<file path="src/rtl/cache_fill_fsm_pkg.sv">
`default_nettype none
// ============================================================================
// Module   : cache_fill_fsm_pkg
// Purpose  : Shared definitions for the cache-miss fill controller:
//            state encoding, block geometry and index widths.
// Ports    : none (package)
// Revision : 1.0 - initial release
// ============================================================================
package cache_fill_fsm_pkg;

  // Fill controller state encoding
  typedef enum logic [0:0] {
    IDLE = 1'b0,
    FILL = 1'b1
  } fill_state_t;

  // Block geometry: 8 words of 16 bits, so 16 bytes per block
  localparam int WORDS_PER_BLOCK = 8;
  localparam int BLK_OFFSET_W    = 4;
  localparam int WORD_IDX_W      = 3;

  // Index of the last word in a block, sized to the word counters
  localparam logic [WORD_IDX_W-1:0] LAST_WORD_IDX = WORD_IDX_W'(WORDS_PER_BLOCK - 1);

endpackage : cache_fill_fsm_pkg
`default_nettype wire

</file>
<file path="src/rtl/cache_fill_fsm_if.sv">
`default_nettype none
// ============================================================================
// Module   : cache_fill_fsm_if
// Purpose  : Handshake bundle between the cache-side logic / main memory
//            (master) and the fill controller (slave).
// Signals  : miss_detected, miss_address, memory_data_valid  (master -> fsm)
//            fsm_busy, write_data_array, write_tag_array,
//            Word_Num, memory_address, mem_req               (fsm -> master)
// Revision : 1.0 - initial release
// ============================================================================
interface cache_fill_fsm_if #(
  parameter int ADDR_W = 16
) ();
  import cache_fill_fsm_pkg::*;

  logic                  miss_detected;
  logic [ADDR_W-1:0]     miss_address;
  logic                  memory_data_valid;
  logic                  fsm_busy;
  logic                  write_data_array;
  logic                  write_tag_array;
  logic [WORD_IDX_W-1:0] Word_Num;
  logic [ADDR_W-1:0]     memory_address;
  logic                  mem_req;

  // Cache-side / memory end of the handshake
  modport master (
    output miss_detected, miss_address, memory_data_valid,
    input  fsm_busy, write_data_array, write_tag_array,
           Word_Num, memory_address, mem_req
  );

  // Fill controller end of the handshake
  modport slave (
    input  miss_detected, miss_address, memory_data_valid,
    output fsm_busy, write_data_array, write_tag_array,
           Word_Num, memory_address, mem_req
  );

endinterface : cache_fill_fsm_if
`default_nettype wire

</file>
<file path="src/rtl/cache_fill_fsm_fill_word_counter.sv">
`default_nettype none
// ============================================================================
// Module   : fill_word_counter
// Purpose  : 3-bit word counter for one side (issue or receive) of a fill.
//            Synchronous clear, count enable, and a flag when the count
//            reaches the last word of the block.
// Ports    : clk, rst    - clock, synchronous active-high reset
//            clr         - clear to 0 (start of a new fill)
//            en          - advance by one word
//            count       - current word index
//            last        - count is at the last word of the block
// Revision : 1.0 - initial release
// ============================================================================
module fill_word_counter
  import cache_fill_fsm_pkg::*;
(
  input  logic                  clk,
  input  logic                  rst,
  input  logic                  clr,
  input  logic                  en,
  output logic [WORD_IDX_W-1:0] count,
  output logic                  last
);

  assign last = (count == LAST_WORD_IDX);

  // Saturates at the last word so the index never wraps within a fill;
  // the issue side relies on this to hold 7 once all reads are out.
  always_ff @(posedge clk) begin
    if (rst || clr) begin
      count <= '0;
    end else if (en && !last) begin
      count <= count + 1'b1;
    end
  end

endmodule : fill_word_counter
`default_nettype wire

</file>
<file path="src/rtl/cache_fill_fsm.sv">
`default_nettype none
// ============================================================================
// Module   : cache_fill_fsm
// Purpose  : Cache-miss fill controller shared by the I- and D-cache.
//            Latches the missing block, issues 8 sequential word reads to
//            pipelined main memory, steers each returned word into the data
//            array and writes the tag when the final word lands.
// Ports    : clk  - system clock
//            rst  - synchronous active-high reset
//            bus  - cache_fill_fsm_if.slave handshake bundle
// Revision : 1.0 - initial release
// ============================================================================
module cache_fill_fsm
  import cache_fill_fsm_pkg::*;
#(
  parameter int ADDR_W = 16
) (
  input  logic               clk,
  input  logic               rst,
  cache_fill_fsm_if.slave    bus
);

  localparam int BLK_W = ADDR_W - BLK_OFFSET_W;

  fill_state_t           state;
  fill_state_t           state_nxt;
  logic [BLK_W-1:0]      blk;
  logic                  issue_done;
  logic [WORD_IDX_W-1:0] issue_cnt;
  logic                  issue_last;
  logic [WORD_IDX_W-1:0] rx_cnt;
  logic                  rx_last;
  logic                  start_fill;
  logic                  issue_fire;
  logic                  rx_fire;

  logic                  busy;
  logic                  wr_data;
  logic                  wr_tag;
  logic                  req;
  logic [WORD_IDX_W-1:0] word_num;

  // A fill only starts from IDLE; the completion cycle is still FILL, so a
  // persisting miss there is picked up one IDLE cycle later.
  assign start_fill = (state == IDLE) && bus.miss_detected;
  assign issue_fire = (state == FILL) && !issue_done;
  assign rx_fire    = (state == FILL) && bus.memory_data_valid;

  // --------------------------------------------------------------------------
  // State register
  // --------------------------------------------------------------------------
  always_ff @(posedge clk) begin
    if (rst) begin
      state <= IDLE;
    end else begin
      state <= state_nxt;
    end
  end

  // --------------------------------------------------------------------------
  // Block address latch and issue-complete flag
  // --------------------------------------------------------------------------
  always_ff @(posedge clk) begin
    if (rst) begin
      blk        <= '0;
      issue_done <= 1'b0;
    end else if (start_fill) begin
      blk        <= bus.miss_address[ADDR_W-1:BLK_OFFSET_W];
      issue_done <= 1'b0;
    end else if (issue_fire && issue_last) begin
      issue_done <= 1'b1;
    end
  end

  fill_word_counter u_issue_cnt (
    .clk   (clk),
    .rst   (rst),
    .clr   (start_fill),
    .en    (issue_fire),
    .count (issue_cnt),
    .last  (issue_last)
  );

  fill_word_counter u_rx_cnt (
    .clk   (clk),
    .rst   (rst),
    .clr   (start_fill),
    .en    (rx_fire),
    .count (rx_cnt),
    .last  (rx_last)
  );

  // --------------------------------------------------------------------------
  // Next-state and output decode
  // --------------------------------------------------------------------------
  always_comb begin
    state_nxt = state;
    busy      = 1'b0;
    wr_data   = 1'b0;
    wr_tag    = 1'b0;
    req       = 1'b0;
    word_num  = '0;
    case (state)
      IDLE: begin
        if (bus.miss_detected) begin
          state_nxt = FILL;
        end
      end
      FILL: begin
        busy     = 1'b1;
        req      = !issue_done;
        word_num = rx_cnt;
        if (bus.memory_data_valid) begin
          wr_data = 1'b1;
          if (rx_last) begin
            wr_tag    = 1'b1;
            state_nxt = IDLE;
          end
        end
      end
      default: begin
        state_nxt = IDLE;
      end
    endcase
  end

  // Counters and block register are only cleared on entering FILL, so in
  // IDLE this naturally holds the last issued address (0 after reset).
  assign bus.memory_address   = {blk, issue_cnt, 1'b0};
  assign bus.fsm_busy         = busy;
  assign bus.write_data_array = wr_data;
  assign bus.write_tag_array  = wr_tag;
  assign bus.mem_req          = req;
  assign bus.Word_Num         = word_num;

endmodule : cache_fill_fsm
`default_nettype wire

</file>
<file path="src/flat_wrapper.sv">
// flat-port wrapper written by rule: the top's interface ports become plain ports
module cache_fill_fsm_flat import cache_fill_fsm_pkg::*;
#(
  parameter int ADDR_W = 16
)
  (clk, rst, bus_miss_detected, bus_miss_address, bus_memory_data_valid, bus_fsm_busy, bus_write_data_array, bus_write_tag_array, bus_Word_Num, bus_memory_address, bus_mem_req);
  cache_fill_fsm_if #(.ADDR_W(ADDR_W)) bus_i ();
  input  logic clk;
  input  logic rst;
  input wire logic [$bits(bus_i.miss_detected)-1:0] bus_miss_detected;
  input wire logic [$bits(bus_i.miss_address)-1:0] bus_miss_address;
  input wire logic [$bits(bus_i.memory_data_valid)-1:0] bus_memory_data_valid;
  output wire logic [$bits(bus_i.fsm_busy)-1:0] bus_fsm_busy;
  output wire logic [$bits(bus_i.write_data_array)-1:0] bus_write_data_array;
  output wire logic [$bits(bus_i.write_tag_array)-1:0] bus_write_tag_array;
  output wire logic [$bits(bus_i.Word_Num)-1:0] bus_Word_Num;
  output wire logic [$bits(bus_i.memory_address)-1:0] bus_memory_address;
  output wire logic [$bits(bus_i.mem_req)-1:0] bus_mem_req;
  assign bus_i.miss_detected = bus_miss_detected;
  assign bus_i.miss_address = bus_miss_address;
  assign bus_i.memory_data_valid = bus_memory_data_valid;
  assign bus_fsm_busy = bus_i.fsm_busy;
  assign bus_write_data_array = bus_i.write_data_array;
  assign bus_write_tag_array = bus_i.write_tag_array;
  assign bus_Word_Num = bus_i.Word_Num;
  assign bus_memory_address = bus_i.memory_address;
  assign bus_mem_req = bus_i.mem_req;
  cache_fill_fsm #(.ADDR_W(ADDR_W)) u_core (.clk(clk), .rst(rst), .bus(bus_i));
endmodule
</file>
<file path="config.mk">
export PLATFORM = sky130hd
export DESIGN_NAME = cache_fill_fsm_flat
export DESIGN_NICKNAME = d
export VERILOG_FILES = /design/src/rtl/cache_fill_fsm_pkg.sv /design/src/rtl/cache_fill_fsm_if.sv /design/src/rtl/cache_fill_fsm_fill_word_counter.sv /design/src/rtl/cache_fill_fsm.sv /design/src/flat_wrapper.sv
export SDC_FILE = /design/constraint.sdc
export NUM_CORES = 1
export LEC_CHECK = 0
export CAP_MARGIN = 20
export CORE_MARGIN = 10
export CORE_UTILIZATION = 40
export CTS_BUF_LIST = sky130_fd_sc_hd__clkbuf_8
export CTS_CLUSTER_DIAMETER = 100
export CTS_CLUSTER_SIZE = 12
export DETAILED_ROUTE_END_ITERATION = 10
export GPL_TIMING_DRIVEN = 1
export PLACE_DENSITY = 0.82
export SETUP_SLACK_MARGIN = 0.4
export SLEW_MARGIN = 20
export SYNTH_ARGS = -nofsm -noshare
export SYNTH_HDL_FRONTEND = slang
export SYNTH_SLANG_ARGS = --single-unit
</file>
<file path="constraint.sdc">
create_clock -name clk -period 3.76 [get_ports clk]
set_input_delay 0.752 -clock clk [delete_from_list [all_inputs] [get_ports clk]]
set_output_delay 0.752 -clock clk [all_outputs]
set_load 0.005 [all_outputs]
</file>
==> metrics.cfg, run 1 <==
[status]
status=finished clean

[placed_design]
io_buffer_count=37
gp_congestion=0.680
dp_hpwl_mm=1.64

[worst_setup_path]
path_class=in2out
cp_common_cell=clkdlybuf4s50_1
crit_path_top_delay_cell=clkdlybuf4s50_1
crit_chain=clkdlybuf4s50_1 > and3_1 > clkdlybuf4s50_1
start_kind=primary input
worstSetupEndpointType=primary output
worst_ep_arrival_time_ns=1.93
critical-path-top-delay-family=buffers and inverters
crit_required_ns=3.01
max_stage_delay_ns=0.51
cp_max_fo=3
crit_buf_inv=2

[power]
combPwrFrac=0.149
power_uw=456
irDropWorstVdd_mv=0.215
leakage_nw=0.505
seq_power_share=0.500
switching_share=0.219
switchingPower_uw=100
power.density_mw_per_mm2=366
clkPwrFrac=0.352
intPower_uw=356

[flow_run]
drv_cap=0

[timing]
rsz0062_at_grt=false
finalSetupViolations=0
timing.hold.ws_ns=0.455
slew_headroom=0.659
finalCriticalPeriod_ns=2.68
drv_slew=0
timing.fmax_mhz=373
worstMarginPinSlew_ns=0.510
fin_crit_sh=0.713
timing.setup.tns_ns=0
hold_viol_final=0
finalClockSkew_ns=0.00195

[logic_synthesis]
synth-compound-area-share=0.0793
synth_area_leader_cell=dfxtp_1
yosysSeqAreaShare=0.488
synth_xor_area_frac=0.0213
synth_mux_area_frac=0.0488
synth_area_um2=821
synth_top_family_by_area=simple AND/OR/NAND/NOR gates
synth_adder_area_share=0.0610
ys.warnings.count=0
avgSynthCellArea_um2=8.83
ys_ff_latch=20
synth.distinct_cells=22
syn_nets=117
yosys.area.top_type_share=0.488
ys_top_cells_by_area=dfxtp_1 49%, nand2_1 11%, a21oi_1 7.9%, ha_1 6.1%, mux2i_1 4.9%
synth-simple-area-share=0.258
netlist_instances=93

[routing]
route.detailed.drc=0
final_antenna_net_count=0
via_per_inst=4.62
wire_per_inst_um=13.0
dr.pass1.iters=4
wl_mm=2.03
first_iter_violations=41
vias=720

[grt]
grt_max_degree=15
grt_first_pass_wirelength_mm=3.24
antenna_found_initial=0
grt_overflow=0
gr-usage-all-layers=0.0934
grt_pass1_vias=729

[layout]
area_delta_synth_final_pct=52.0
fill_cells=190
n_antenna_cell=0
multi_input_area_um2=388
regArea_um2=400
nNetsFinal=154
drive_above_1_share=0.0465

[cts]
cts_resized=0
clock_sinks=20
path_clk_slew_ns=0.07
cts_buffers=3
htreeDepth=1
cts-root-buf=clkbuf_8
insertion_delay_ns=0.25
cts_tree=built
cts_buffer_depth=2
postCtsSetupRepairBufs=0
hold_buffers=0

[die]
floorplan.core_area_mm2=0.00196
dieArea_mm2=0.00426
io_pins=43
initial_utilization=0.418
rows=16
die_x_um=65.3
dieHeight_um=65.3

[min_path]
hold_class=reg2reg

==> through the flow <==
step	cells	area [um2]	utilization	setup slack, ns
final	156	1250	0.636	1.08
after CTS	156	1250	0.636	1.07
after global routing	156	1250	0.636	1.05
after floorplan	93	821	-	2.09
after detailed placement	152	1190	0.608	1.08
after global placement	152	1190	0.608	1.07
==> worst paths after layout <==
path	start	endpoint	slack [ns]	cells after the start
setup / recovery	bus_memory_data_valid	bus_write_tag_array	1.08	3
hold / removal	u_core.blk[8]$_SDFFE_PP0P_	u_core.blk[8]$_SDFFE_PP0P_	0.45	2
setup reg to reg	u_core.state$_SDFF_PP0_	u_core.u_rx_cnt.count[0]$_SDFFE_PP0P_	2.23	3
hold reg to reg	u_core.blk[8]$_SDFFE_PP0P_	u_core.blk[8]$_SDFFE_PP0P_	0.45	2
==> area by class of cell <==
class	instances	share of cell area
sequential	20	0.321
timing repair buffer	37	0.297
clock buffer	4	0.0441
tap	27	0.0271
multi-input combinational	68	0.311
==> power by group through the flow <==
stage	registers, mW	clock network, mW	logic [mW]
2_1_floorplan	0.233	0	0.0292
3_3_place_gp	0.233	0	0.0674
3_5_place_dp	0.233	0	0.0690
4_1_cts	0.228	0.166	0.0694
5_1_grt	0.230	0.173	0.0743
6_report	0.228	0.160	0.0678
==> cells in the mapped netlist <==
master / instances
a21oi_1: 13
and2_1: 4
and2b_1: 1
and3_1: 1
buf_2: 2
buf_4: 1
buf_6: 1
clkbuf_1: 1
conb_1: 1
dfxtp_1: 20
ha_1: 4
mux2i_1: 4
nand2_1: 24
nand2b_1: 2
nand3b_1: 1
nor2_1: 7
nor2_2: 1
nor2b_1: 1
nor3_1: 1
nor3b_4: 1
xnor2_1: 1
xor2_1: 1
==> flip-flops by register name, summed over array words and instances, names as in the netlist <==
name                      count
u_core.u_issue_cnt.count      3
u_core.u_rx_cnt.count         3
u_core.state                  1
u_core.issue_done             1
u_core.blk                   12
==> worst min-delay path, stage by stage, from the launching register on <==
cell and delay (ns):
dfxtp_1 0.31, nand2_1 0.05, a21oi_1 0.05
==> cell usage in the layout, fill, tap and decap left out, drive strengths merged, types with 2 or more instances in the layout <==
cell / synthesis / final
a21oi: 13 / 13
and2: 4 / 4
clkbuf: 1 / 4
clkdlybuf4s50: 0 / 37
dfxtp: 20 / 20
ha: 4 / 4
mux2i: 4 / 4
nand2: 24 / 24
nand2b: 2 / 2
nor2: 8 / 8
==> kinds of logic (layout without fill, tap and decap cells) <==
logic type / after synthesis / after routing
AND/OR/NAND/NOR: 44 / 44
buffers and inverters: 5 / 41
XOR/XNOR: 2 / 2
multiplexers: 4 / 4
adder cells (fa/ha/maj): 4 / 4
AO/OA/AOI/OAI: 13 / 13
other: 1 / 1
flip-flops: 20 / 20
==> routing by layer <==
layer | wire, um | track usage | up-vias
li1 | - | - | 369
met4 | 27 | 0.0642 | 0
met1 | 770 | 0.0840 | 336
met2 | 1130 | 0.180 | 13
met5 | 0 | 0 | -
met3 | 105 | 0.0203 | 2
Note: power is estimated with default switching activity, not from simulation.
==> run 2, diff against run 1 <==
--- a/config.mk
+++ b/config.mk
@@ -7,13 +7,13 @@
 export LEC_CHECK = 0
 export CAP_MARGIN = 20
 export CORE_MARGIN = 10
-export CORE_UTILIZATION = 40
+export CORE_UTILIZATION = 36
 export CTS_BUF_LIST = sky130_fd_sc_hd__clkbuf_8
 export CTS_CLUSTER_DIAMETER = 100
 export CTS_CLUSTER_SIZE = 12
 export DETAILED_ROUTE_END_ITERATION = 10
 export GPL_TIMING_DRIVEN = 1
-export PLACE_DENSITY = 0.82
+export PLACE_DENSITY = 0.78
 export SETUP_SLACK_MARGIN = 0.4
 export SLEW_MARGIN = 20
 export SYNTH_ARGS = -nofsm -noshare
==> constraint.sdc (replaced) <==
create_clock -name clk -period 2.25 [get_ports clk]
set_input_delay 0.45 -clock clk [delete_from_list [all_inputs] [get_ports clk]]
set_output_delay 0.45 -clock clk [all_outputs]
set_load 0.005 [all_outputs]
==> metrics.cfg, run 2 (same netlist as run 1, synthesis figures left out) <==
[status]
status=finished clean

[worst_setup_path]
path_class=reg2out
cp_max_fo=3  ; unchanged
start_kind=register
crit_required_ns=1.80  ; -1.21 ns
worst_ep_arrival_time_ns=1.36  ; -0.57 ns
worstSetupEndpointType=primary output

[layout]
largest_reg_flops=12  ; unchanged
regArea_um2=405  ; +1.3%
mostFrequentLayoutCells=35 x clkdlybuf4s50_1, 24 x nand2_1, 18 x dfxtp_1, 13 x a21oi_1, 7 x nor2_1
final_util=0.579  ; -0.0573
largest-register=u_core.blk
multi_input_area_um2=388  ; unchanged
area_delta_synth_final_pct=54.4
final_common_cell=clkdlybuf4s50_1
fill_cells=201  ; +5.8%
n_antenna_cell=0  ; unchanged
reg_top3=u_core.blk x12, u_core.u_issue_cnt.count x3, u_core.u_rx_cnt.count x3
nNetsFinal=156  ; +1.3%
drive_above_1_share=0.0763  ; +0.0298

[routing]
route.detailed.drc=0  ; unchanged
first_iter_violations=49  ; +20%
via_per_inst=4.61  ; -0.12%
final_antenna_net_count=0  ; unchanged
dr.pass1.iters=4  ; unchanged
wire_per_inst_um=13.1  ; +0.92%
vias=733  ; +1.8%
wl_mm=2.09  ; +2.9%

[cts]
clock_sinks=20  ; unchanged
postCtsSetupRepairBufs=0  ; unchanged
cts-root-buf=clkbuf_8
insertion_delay_ns=0.25  ; about the same
cts_buffers=3  ; unchanged
htreeDepth=1  ; unchanged
path_clk_slew_ns=0.07  ; about the same
cts_buffer_depth=2  ; unchanged
cts_tree=built

[power]
irDropWorstVdd_mv=0.323  ; +50%
power.density_mw_per_mm2=601  ; +64%
leakage_nw=0.520  ; +3.0%

[grt]
grt_max_degree=14  ; -1
antenna_found_initial=0  ; unchanged
grt_first_pass_wirelength_mm=3.32  ; +2.5%
grt_overflow=0  ; unchanged
gr-usage-all-layers=0.0908  ; -0.00263
grt_pass1_vias=745  ; +2.2%

[min_path]
hold_class=reg2reg

[die]
dieArea_mm2=0.00459  ; +7.6%
initial_utilization=0.375  ; -0.0437
rows=17  ; +1
dieHeight_um=67.8  ; +3.8%
floorplan.core_area_mm2=0.00219  ; +12%
io_pins=43  ; unchanged
die_x_um=67.8  ; +3.8%

[timing]
drv_slew=0  ; unchanged
hold_viol_final=0  ; unchanged
fin_ws_ns=0.437  ; -0.644 ns
timing.hold.ws_ns=0.455  ; +0.000436 ns
fin_crit_sh=0.806
rsz0062_at_grt=true
timing.setup.tns_ns=0  ; unchanged
finalCriticalPeriod_ns=1.81
finalClockSkew_ns=0.00152  ; -0.000430 ns
finalSetupViolations=0  ; unchanged
timing.fmax_mhz=552

[flow_run]
drv_cap=0  ; unchanged

[placed_design]
dp_hpwl_mm=1.64  ; +0.43%
io_buffer_count=37  ; unchanged
gp_congestion=0.704  ; +3.6%
pre_cts_ws_ns=0.166  ; -0.914 ns

[run 2: final cells by class]
| cell class | instances | share of cell area |
|---|---|---|
| Clock buffer | 4 | 0.0434 |
| Timing Repair Buffer | 39 | 0.303 |
| Tap cell | 28 | 0.0276 |
| Sequential cell | 20 | 0.320 |
| Multi-Input combinational cell | 68 | 0.306 |
[run 2: worst paths after layout]
kind,start,endpoint,depth (start not counted),slack (ns)
max,u_core.u_rx_cnt.count[0]$_SDFFE_PP0P_,bus_write_tag_array,4,0.44
min,u_core.blk[7]$_SDFFE_PP0P_,u_core.blk[7]$_SDFFE_PP0P_,2,0.46
max reg2reg,u_core.u_issue_cnt.count[0]$_SDFFE_PP0P_,u_core.u_issue_cnt.count[2]$_SDFFE_PP0P_,5,0.83
min reg2reg,u_core.blk[7]$_SDFFE_PP0P_,u_core.blk[7]$_SDFFE_PP0P_,2,0.46
[run 2: critical path: stages (launching register included)]
cell and delay (ns):
dfxtp_2 0.34, ha_1 0.19, ha_1 0.18, and3_1 0.19
clkdlybuf4s15_1 0.21
[run 2: layer usage]
layer | vias up | routed length (um) | global-route usage
met2 | 37 | 960 | 0.153
li1 | 373 | - | -
met3 | 0 | 312 | 0.0529
met5 | - | 0 | 0
met4 | 0 | 0 | 0.0231
met1 | 323 | 815 | 0.0953
[run 2: power breakdown]
group	leakage (nW)	switching (mW)	total, mW	internal [mW]
registers	0.164	0.0117	0.382	0.370
clock network	0.0288	0.109	0.264	0.155
logic	0.327	0.0442	0.116	0.0721
total	0.520	0.165	0.762	0.597
[run 2: what timing repair did]
| item | 4_1_cts | 5_1_grt |
|---|---|---|
| hold buffers | 0 | 0 |
| hold endpoints to repair | 0 | 0 |
| setup endpoints to repair | 6 | 5 |
| gates resized for setup | 4 | 2 |
| pin swaps | 0 | 0 |
[run 2: through the flow]
stage | area (um2) | std cells | total power [mW]
after detailed placement | 1210 | 155 | 0.508
after floorplan | 821 | 93 | 0.437
after global routing | 1270 | 159 | 0.804
after global placement | 1210 | 155 | 0.505
final | 1270 | 159 | 0.762
after CTS | 1260 | 159 | 0.775
==> run 3, diff against run 2 <==
--- a/config.mk
+++ b/config.mk
@@ -7,13 +7,13 @@
 export LEC_CHECK = 0
 export CAP_MARGIN = 20
 export CORE_MARGIN = 10
-export CORE_UTILIZATION = 36
+export CORE_UTILIZATION = 40
 export CTS_BUF_LIST = sky130_fd_sc_hd__clkbuf_8
 export CTS_CLUSTER_DIAMETER = 100
 export CTS_CLUSTER_SIZE = 12
 export DETAILED_ROUTE_END_ITERATION = 10
 export GPL_TIMING_DRIVEN = 1
-export PLACE_DENSITY = 0.78
+export PLACE_DENSITY = 0.82
 export SETUP_SLACK_MARGIN = 0.4
 export SLEW_MARGIN = 20
 export SYNTH_ARGS = -nofsm -noshare
==> constraint.sdc (replaced) <==
create_clock -name clk -period 1.8 [get_ports clk]
set_input_delay 0.36 -clock clk [delete_from_list [all_inputs] [get_ports clk]]
set_output_delay 0.36 -clock clk [all_outputs]
set_load 0.005 [all_outputs]
==> metrics.cfg, run 3 (same netlist as run 1, synthesis figures left out) <==
[power]
leakage_nw=0.617  ; +19%
switching_share=0.213  ; -0.00295
intPower_uw=844  ; +41%
clkPwrFrac=0.419  ; +0.073
combPwrFrac=0.137  ; -0.016
seq_power_share=0.443  ; -0.058
switchingPower_uw=228  ; +39%
power.density_mw_per_mm2=790  ; +31%
irDropWorstVdd_mv=0.537  ; +66%

[layout]
finalNonFillerCells=164  ; +3.1%
drive_above_1_share=0.212  ; +0.135
reg_top3=u_core.blk x12, u_core.u_issue_cnt.count x3, u_core.u_rx_cnt.count x3
nNetsFinal=162  ; +3.8%
largest_reg_flops=12  ; unchanged
area_delta_synth_final_pct=65.2
final_common_cell=nand2_1
mostFrequentLayoutCells=24 x nand2_1, 16 x dlygate4sd2_1, 15 x dfxtp_1, 14 x clkdlybuf4s50_1, 13 x a21oi_1
largest-register=u_core.blk
design_area_mm2=0.00136  ; +7.0%
n_antenna_cell=0  ; unchanged

[worst_setup_path]
max_stage_delay_ns=0.34  ; about the same
timing.rr.end=u_core.u_issue_cnt.count[2]$_SDFFE_PP0P_
critical-path-top-delay-family=flip-flops
rrSetupSlack_ns=0.47  ; -0.36 ns
start_kind=register
crit_path_end=bus_write_tag_array
crit_buf_inv=1  ; unchanged
path_class=reg2out
r2r-start=u_core.u_issue_cnt.count[0]$_SDFFE_PP0P_
crit_path_top_delay_cell=dfxtp_2
worstSetupEndpointType=primary output
cp.depth=4  ; unchanged
rr_worst_depth=5  ; unchanged
crit_chain=ha_4 > ha_4 > and3_4 > buf_6
cp_common_cell=ha_4
cp_max_fo=3  ; unchanged
cp-startpoint=u_core.u_rx_cnt.count[1]$_SDFFE_PP0P_
worst_ep_arrival_time_ns=1.18  ; -0.18 ns
crit_required_ns=1.44  ; -0.36 ns

[die]
initial_utilization=0.418  ; +0.0437
rows=16  ; -1
die_x_um=65.3  ; -3.6%
dieHeight_um=65.3  ; -3.6%
floorplan.core_area_mm2=0.00196  ; -10%
io_pins=43  ; unchanged
dieArea_mm2=0.00426  ; -7.1%

[placed_design]
gp_congestion=0.738  ; +4.7%
placed_area_mm2=0.00122  ; +1.1%
placed_cells=156  ; +0.65%
pre_cts_ws_ns=-0.103  ; -0.269 ns
io_buffer_count=37  ; unchanged
dp_hpwl_mm=1.74  ; +5.7%

[timing]
hold_viol_final=0  ; unchanged
fin_ws_ns=0.256  ; -0.181 ns
finalClockSkew_ns=0.00107  ; -0.000456 ns
timing.fmax_mhz=648
drv_slew=0  ; unchanged
fin_crit_sh=0.858
finalCriticalPeriod_ns=1.54
finalSetupViolations=0  ; unchanged
rsz0062_at_grt=true

[grt]
use_met1=0.108  ; +0.0131
gr-usage-all-layers=0.112  ; +0.0210
top_usage_layer=met2
grt_max_degree=14  ; unchanged
grtUsageMet3=0.0322  ; -0.0207
grt_first_pass_wirelength_mm=3.78  ; +14%
antenna_found_initial=0  ; unchanged
use_met2=0.199  ; +0.0462
grt_overflow=0  ; unchanged
grt_pass1_vias=775  ; +4.0%

[cts]
htreeDepth=1  ; unchanged
insertion_delay_ns=0.26  ; about the same
cts_buffers=3  ; unchanged
cts_tree=built
clock_sinks=20  ; unchanged
cts-root-buf=clkbuf_8
path_clk_slew_ns=0.08  ; about the same
cts_buffer_depth=2  ; unchanged

[routing]
wl_mm=2.46  ; +18%
final_antenna_net_count=0  ; unchanged
via_per_inst=4.76  ; +3.3%
vias=781  ; +6.5%
dr.pass1.iters=6  ; +2
first_iter_violations=51  ; +4.1%
wire_per_inst_um=15.0  ; +14%
route.detailed.drc=0  ; unchanged

[flow_run]
drv_cap=0  ; unchanged

[min_path]
hold_class=reg2reg

[status]
status=finished clean

[run 3: worst register-to-register path, cell delays in order, from the launching register on]
cell and delay (ns):
dfxtp_2 0.33, ha_2 0.20, ha_4 0.17, nor3b_4 0.26
mux2i_1 0.21, nor2_1 0.05
[run 3: how the worst min path moves through the flow]
| stage | slack [ns] | cells after the start | to | start |
|---|---|---|---|---|
| after floorplan | 0.43 | 1 | u_core.blk[10]$_SDFFE_PP0P_ | rst |
| after global placement | 0.44 | 2 | u_core.blk[2]$_SDFFE_PP0P_ | u_core.blk[2]$_SDFFE_PP0P_ |
| after detailed placement | 0.45 | 2 | u_core.blk[10]$_SDFFE_PP0P_ | u_core.blk[10]$_SDFFE_PP0P_ |
| after CTS | 0.46 | 2 | u_core.blk[10]$_SDFFE_PP0P_ | u_core.blk[10]$_SDFFE_PP0P_ |
| after global routing | 0.48 | 2 | u_core.blk[1]$_SDFFE_PP0P_ | u_core.blk[1]$_SDFFE_PP0P_ |
| final | 0.45 | 2 | u_core.blk[10]$_SDFFE_PP0P_ | u_core.blk[10]$_SDFFE_PP0P_ |
[run 3: power by group through the flow]
stage	clock [mW]	combinational, mW	sequential, mW
floorplan	0	0.0609	0.486
global placement	0	0.148	0.485
detailed placement	0	0.152	0.487
CTS	0.454	0.142	0.475
global route	0.480	0.162	0.478
finish	0.449	0.147	0.475
[run 3: final cells by class]
type	instances	area, um2
clock buffer	3	41.3
clock inverter	1	30.0
fill	168	606
multi-input combinational	68	437
sequential	20	409
tap	27	33.8
timing repair buffer	45	405
[run 3: per-stage QoR]
step	power [mW]	hold WS (ns)	setup TNS, ns	utilization
CTS	1.07	0.455	0	0.655
detailed placement	0.639	0.447	-0.133	0.623
finish	1.07	0.452	0	0.691
floorplan	0.547	0.429	0	-
global placement	0.633	0.442	-0.106	0.623
global route	1.12	0.483	0	0.691
[run 3: timing repair]
| item | 4_1_cts | 5_1_grt |
|---|---|---|
| gates resized for setup | 37 | 16 |
| pin swaps | 1 | 2 |
| endpoints found under the setup margin | 24 | 13 |
| buffers inserted | 2 | 2 |
| endpoints found under the hold margin | 0 | 0 |
| hold buffers | 0 | 0 |
[run 3: routing by layer]
layer  up-vias  wire length, um
li1        390                -
met1       356              910
met2        25             1300
met3        10              128
met4         0              119
met5         -                0
